File: src/rtl/seq_counter_ctrl.sv
// Sequencing controller for the irregular 3-bit code ring 000>001>011>101>111>010>000.
// Latency: start at edge N enters RUN at N, first advance at N+1; all outputs registered except busy.
// Backpressure: none; stop pauses/aborts, priority stop > start > load > step_req.
//
// Ports:
//   clk, reset (async, active-low)
//   start/stop/step_req/load, load_val[2:0], loops[LOOPS_W-1:0]  control inputs
//   out[2:0] current code, busy (RUN|PAUSE), wrap/done/err one-cycle pulses,
//   state[1:0] IDLE=00 RUN=01 PAUSE=10 DONE=11
module seq_counter_ctrl #(
    parameter int LOOPS_W = 4
) (
    input  logic               clk,
    input  logic               reset,
    input  logic               start,
    input  logic               stop,
    input  logic               step_req,
    input  logic               load,
    input  logic [2:0]         load_val,
    input  logic [LOOPS_W-1:0] loops,
    output logic [2:0]         out,
    output logic               busy,
    output logic               wrap,
    output logic               done,
    output logic               err,
    output logic [1:0]         state
);

    typedef enum logic [1:0] {
        ST_IDLE  = 2'b00,
        ST_RUN   = 2'b01,
        ST_PAUSE = 2'b10,
        ST_DONE  = 2'b11
    } state_t;

    state_t             st;
    logic [LOOPS_W-1:0] loop_cnt;

    // Codes 100 and 110 are off-ring and collapse to 000.
    function automatic logic [2:0] next_code(input logic [2:0] c);
        logic [2:0] n;
        case (c)
            3'b000:  n = 3'b001;
            3'b001:  n = 3'b011;
            3'b011:  n = 3'b101;
            3'b101:  n = 3'b111;
            3'b111:  n = 3'b010;
            default: n = 3'b000;
        endcase
        return n;
    endfunction

    function automatic logic is_illegal(input logic [2:0] c);
        return (c == 3'b100) || (c == 3'b110);
    endfunction

    logic [2:0] adv_code;
    logic       adv_wrap;
    logic       adv_last;
    logic       do_adv;
    logic       do_load;

    assign adv_code = next_code(out);
    assign adv_wrap = (out == 3'b010);
    // Last pass ends when a wrap consumes the final loop count; loop_cnt==0 is free-run.
    assign adv_last = adv_wrap && (loop_cnt == LOOPS_W'(1));

    // Resolve control priority once so the FSM below only sees the winning action.
    assign do_adv  = ((st == ST_RUN) && !stop) ||
                     ((st == ST_PAUSE) && !stop && !start && !load && step_req);
    assign do_load = ((st == ST_IDLE) || (st == ST_PAUSE)) && !stop && !start && load;

    always_ff @(posedge clk or negedge reset) begin
        if (!reset) begin
            st       <= ST_IDLE;
            out      <= 3'b000;
            loop_cnt <= '0;
            wrap     <= 1'b0;
            done     <= 1'b0;
            err      <= 1'b0;
        end else begin
            wrap <= 1'b0;
            done <= 1'b0;
            err  <= 1'b0;

            if (do_adv) begin
                out <= adv_code;
                if (adv_wrap) begin
                    wrap <= 1'b1;
                    if (loop_cnt != '0) begin
                        loop_cnt <= loop_cnt - LOOPS_W'(1);
                    end
                end
            end

            if (do_load) begin
                out <= is_illegal(load_val) ? 3'b000 : load_val;
                err <= is_illegal(load_val);
            end

            case (st)
                ST_IDLE: begin
                    if (!stop && start) begin
                        st       <= ST_RUN;
                        loop_cnt <= loops;
                    end
                end
                ST_RUN: begin
                    if (stop) begin
                        st <= ST_PAUSE;
                    end
                end
                ST_PAUSE: begin
                    if (stop) begin
                        st <= ST_IDLE;
                    end else if (start) begin
                        // Resume keeps the remaining loop count.
                        st <= ST_RUN;
                    end
                end
                default: begin
                    st <= ST_IDLE;
                end
            endcase

            // A final-pass advance from RUN or a PAUSE step overrides the state above.
            if (do_adv && adv_last) begin
                st   <= ST_DONE;
                done <= 1'b1;
            end
        end
    end

    assign state = st;
    assign busy  = (st == ST_RUN) || (st == ST_PAUSE);

endmodule
File: config.mk
export PLATFORM = sky130hd
export DESIGN_NAME = seq_counter_ctrl
export DESIGN_NICKNAME = d
export VERILOG_FILES = /design/src/rtl/seq_counter_ctrl.sv
export SDC_FILE = /design/constraint.sdc
export NUM_CORES = 1
export LEC_CHECK = 0
export ABC_AREA = 1
export BUFFER_PORTS_ARGS = -buffer_cell sky130_fd_sc_hd__buf_2
export CAP_MARGIN = 20
export CORE_MARGIN = 5
export CORE_UTILIZATION = 45
export DETAILED_ROUTE_END_ITERATION = 8
export PLACE_DENSITY = 0.72
export SLEW_MARGIN = 20
export SYNTH_ARGS = -nofsm -noshare
export SYNTH_HDL_FRONTEND = slang
export SYNTH_SLANG_ARGS = --single-unit
File: constraint.sdc
create_clock -name clk -period 1.46 [get_ports clk]
set_clock_uncertainty 0.2 [all_clocks]
set_input_delay 0 -clock clk [delete_from_list [all_inputs] [get_ports clk]]
set_output_delay 0 -clock clk [all_outputs]
set_load 0.01 [all_outputs]
==> out/metrics.yaml <==
run_status:
  status: "finished with violations"
  violations: "setup timing"
layout:
  syn2layout_area_growth_pct: 72.3
  layout.cells.non_filler: 200
  diodes: 0
  utilization_pct: 83.3
  layout.nets: 196
  drive_above_1_share_pct: 53.1
sta:
  finalCritPeriodShare_pct: 121
  setup-tns-final_ps: -1790
  worst_slack_ps: -301
  max_freq_mhz: 568
  post-route-min-period_ps: 1760
  worstMarginPinSlew_ps: 296
  rsz0062_at_grt: "true"
  slew_viol_final: 0
  setup-violations-final: 10
  maxSlewHeadroom_pct: 80.3
  finalHoldViolations: 0
synth:
  syn-cell-area_um2: 862
  ys_ff_latch: 12
  synth-seq-area-share_pct: 34.8
  syn_nets: 136
  yosys_warnings: 0
  synth_cells: 116
  synth.distinct_cells: 23
  avgSynthCellArea_um2: 7.43
setup_path:
  worst_ep_arrival_time_ps: 1730
  slowest_stage: "dfrtp_2"
  crit_family: "flip-flops"
  cp_max_fo: 4
  path_cells: "inv_4 > ha_4 > inv_4 > nor2_4 > nor2_1 > o21ai_2 > nand2_1 > o21ai_1 > nand2_1"
  critPathCaptureType: "flip-flop"
  cp-start-kind: "flip-flop"
  worst-setup-path-type: "flip-flop to flip-flop"
  cp.buffers_inverters: 2
  cpPeakStageDelay_ps: 440
  cp.required_ps: 1430
power_and_ir_drop:
  sw_frac_of_total_pct: 47.6
  p_per_area_nw_per_um2: 1880
  p_seq_share_pct: 22.1
  p_int_mw: 1.46
  peakVddDrop_v: 0.00154
  p_leak_nw: 0.785
  switching_power_mw: 1.33
  combinationalPowerShare_pct: 67.6
  clock_power_share_pct: 10.3
global_route:
  grt_pass1_wl_um: 4360
  antenna_found_initial: 0
  grt_usage_pct: 20.7
  grt_pass1_vias: 984
  grt-ovfl-total: 0
  grt_max_degree: 13
min_path:
  hp-class: "input port to flip-flop"
floorplanning:
  row_count: 15
  core_um2: 1780
  die_w_um: 53.8
  dieArea_um2: 2890
  fp.dieH_um: 53.8
  start_util_pct: 48.4
  pin_count: 22
route:
  drc: 0
  firstDrtPassIters: 4
  wire_per_inst_um: 14.9
  vias: 1014
  antenna_left: 0
  post_drt_via_cell_ratio: 5.07
  routed_wl_um: 2980
  drt_iter0_drc: 31
clocking:
  cts_buffers: 3
  h-tree-depth: 1
  clkLatencyLatePin_ps: 290
  cts_tree: "yes"
  root_buffer: "clkbuf_4"
  clk_pin_slew_worst_paths_ps: 90
  cts_sinks: 12
  clk_path_buf_depth: 2
place:
  dp.cells: 175
  portBuffers: 21
  place_hpwl_um: 1580
  gp_congestion: 0.768
flow_run:
  maxCapViolCount: 0
[flip-flops by register name, indices dropped and copies added (netlist names)]
signal and cells:
out 3, err 1, state 2, done 1
loop_cnt 4, wrap 1
[cell usage in the layout (no fill, tap or decap)]
master / instances
a21oi_1: 3
inv_2: 8
o21ai_2: 3
nor2_2: 2
o21ai_1: 5
buf_6: 1
nor3_2: 1
inv_4: 3
ha_4: 3
clkinv_1: 1
or2_0: 1
ha_2: 1
nand4_1: 1
or2_4: 1
nand3_4: 2
dfrtp_1: 10
nor3_4: 1
buf_4: 19
nand2_4: 4
nor2_1: 8
inv_1: 8
ha_1: 3
clkbuf_4: 3
clkbuf_8: 1
nand3_1: 4
o21a_1: 1
dlymetal6s4s_1: 1
a21oi_2: 1
nand2_2: 6
nand2_1: 22
nand3b_1: 1
dlygate4sd3_1: 13
nor2_4: 2
buf_2: 21
dfrtp_2: 2
nand3_2: 8
[synth_stat cells, drive strengths merged]
library cell  count  area (um2)
nor2             12        55.1
a21oi             4        23.8
inv              19        71.3
o21a              1        7.51
nand2            32         138
nand3b            1        7.51
dfrtp            12         300
nand3            14        95.1
ha                7        87.6
nor3              2        10.0
or2               2        12.5
clkinv            1        3.75
nand4             1        6.26
o21ai             8        43.8
[layout make-up]
cell class                      instances  area (um2)
Clock buffer                            4        36.3
Tap cell                               25        31.3
Fill cell                              93         298
Multi-Input combinational cell         84         631
Timing Repair Buffer                   55         402
Inverter                               20        82.6
Sequential cell                        12         303
[what timing repair did]
item	4_1_cts	5_1_grt
hold endpoints to repair	21	12
buffers inserted	4	3
gates resized for setup	16	17
hold buffers	14	1
setup endpoints to repair	10	23
pin swaps	6	13
[metal layers]
metal	track usage, %	up-vias	share of wire, %
li1	-	482	-
met1	24.1	480	41
met2	37.9	44	52
met3	4.71	8	5.4
met4	5.11	0	1.7
met5	0	-	0
[power by group through the flow]
| stage | combinational (mW) | sequential (mW) | clock, mW |
|---|---|---|---|
| floorplan | 0.844 | 0.624 | 0 |
| global placement | 1.32 | 0.597 | 0 |
| detailed placement | 1.36 | 0.601 | 0 |
| CTS | 1.58 | 0.605 | 0.282 |
| global route | 2.06 | 0.632 | 0.301 |
| finish | 1.89 | 0.617 | 0.288 |
[metrics by stage]
| stage | worst slack (ps) | instance area, um2 | power [mW] | hold WS (ps) |
|---|---|---|---|---|
| final | -301 | 1490 | 2.80 | 20.5 |
| after global routing | -346 | 1490 | 2.99 | 46.4 |
| after CTS | -161 | 1400 | 2.46 | 11.6 |
| after detailed placement | -141 | 1130 | 1.96 | -303 |
| after global placement | -122 | 1130 | 1.92 | -303 |
| after floorplan | -61.8 | 900 | 1.47 | -496 |
[kinds of logic (layout without fill, tap and decap cells)]
group / count (synthesis) / in the layout / synth area share [%]
compound gates: 13 / 13 / 8.71
fa+ha+maj: 7 / 7 / 10.2
buf+inv: 20 / 79 / 8.71
flops: 12 / 12 / 34.8
simple gates: 64 / 64 / 37.6
[path summary, 6_finish.rpt]
| kind | from | end | slack (ps) | cells past startpoint |
|---|---|---|---|---|
| setup / recovery | state[0] | state[1] | -300 | 9 |
| hold / removal | stop | loop_cnt[3] | 20 | 6 |
| setup reg to reg | state[0] | state[1] | -300 | 9 |
| hold reg to reg | out[2] | out[2] | 410 | 2 |
| max in group asynchronous | reset | state[0] | 340 | 3 |
| min in group asynchronous | reset | out[1] | 470 | 3 |
[worst min-delay path, cell delays in order]
cell	delay (ps)
buf_2	150
nor2_2	80
nand2_4	70
nand3_2	80
nand2_1	60
inv_1	40
No activity file was read; power rests on OpenSTA's default activity.
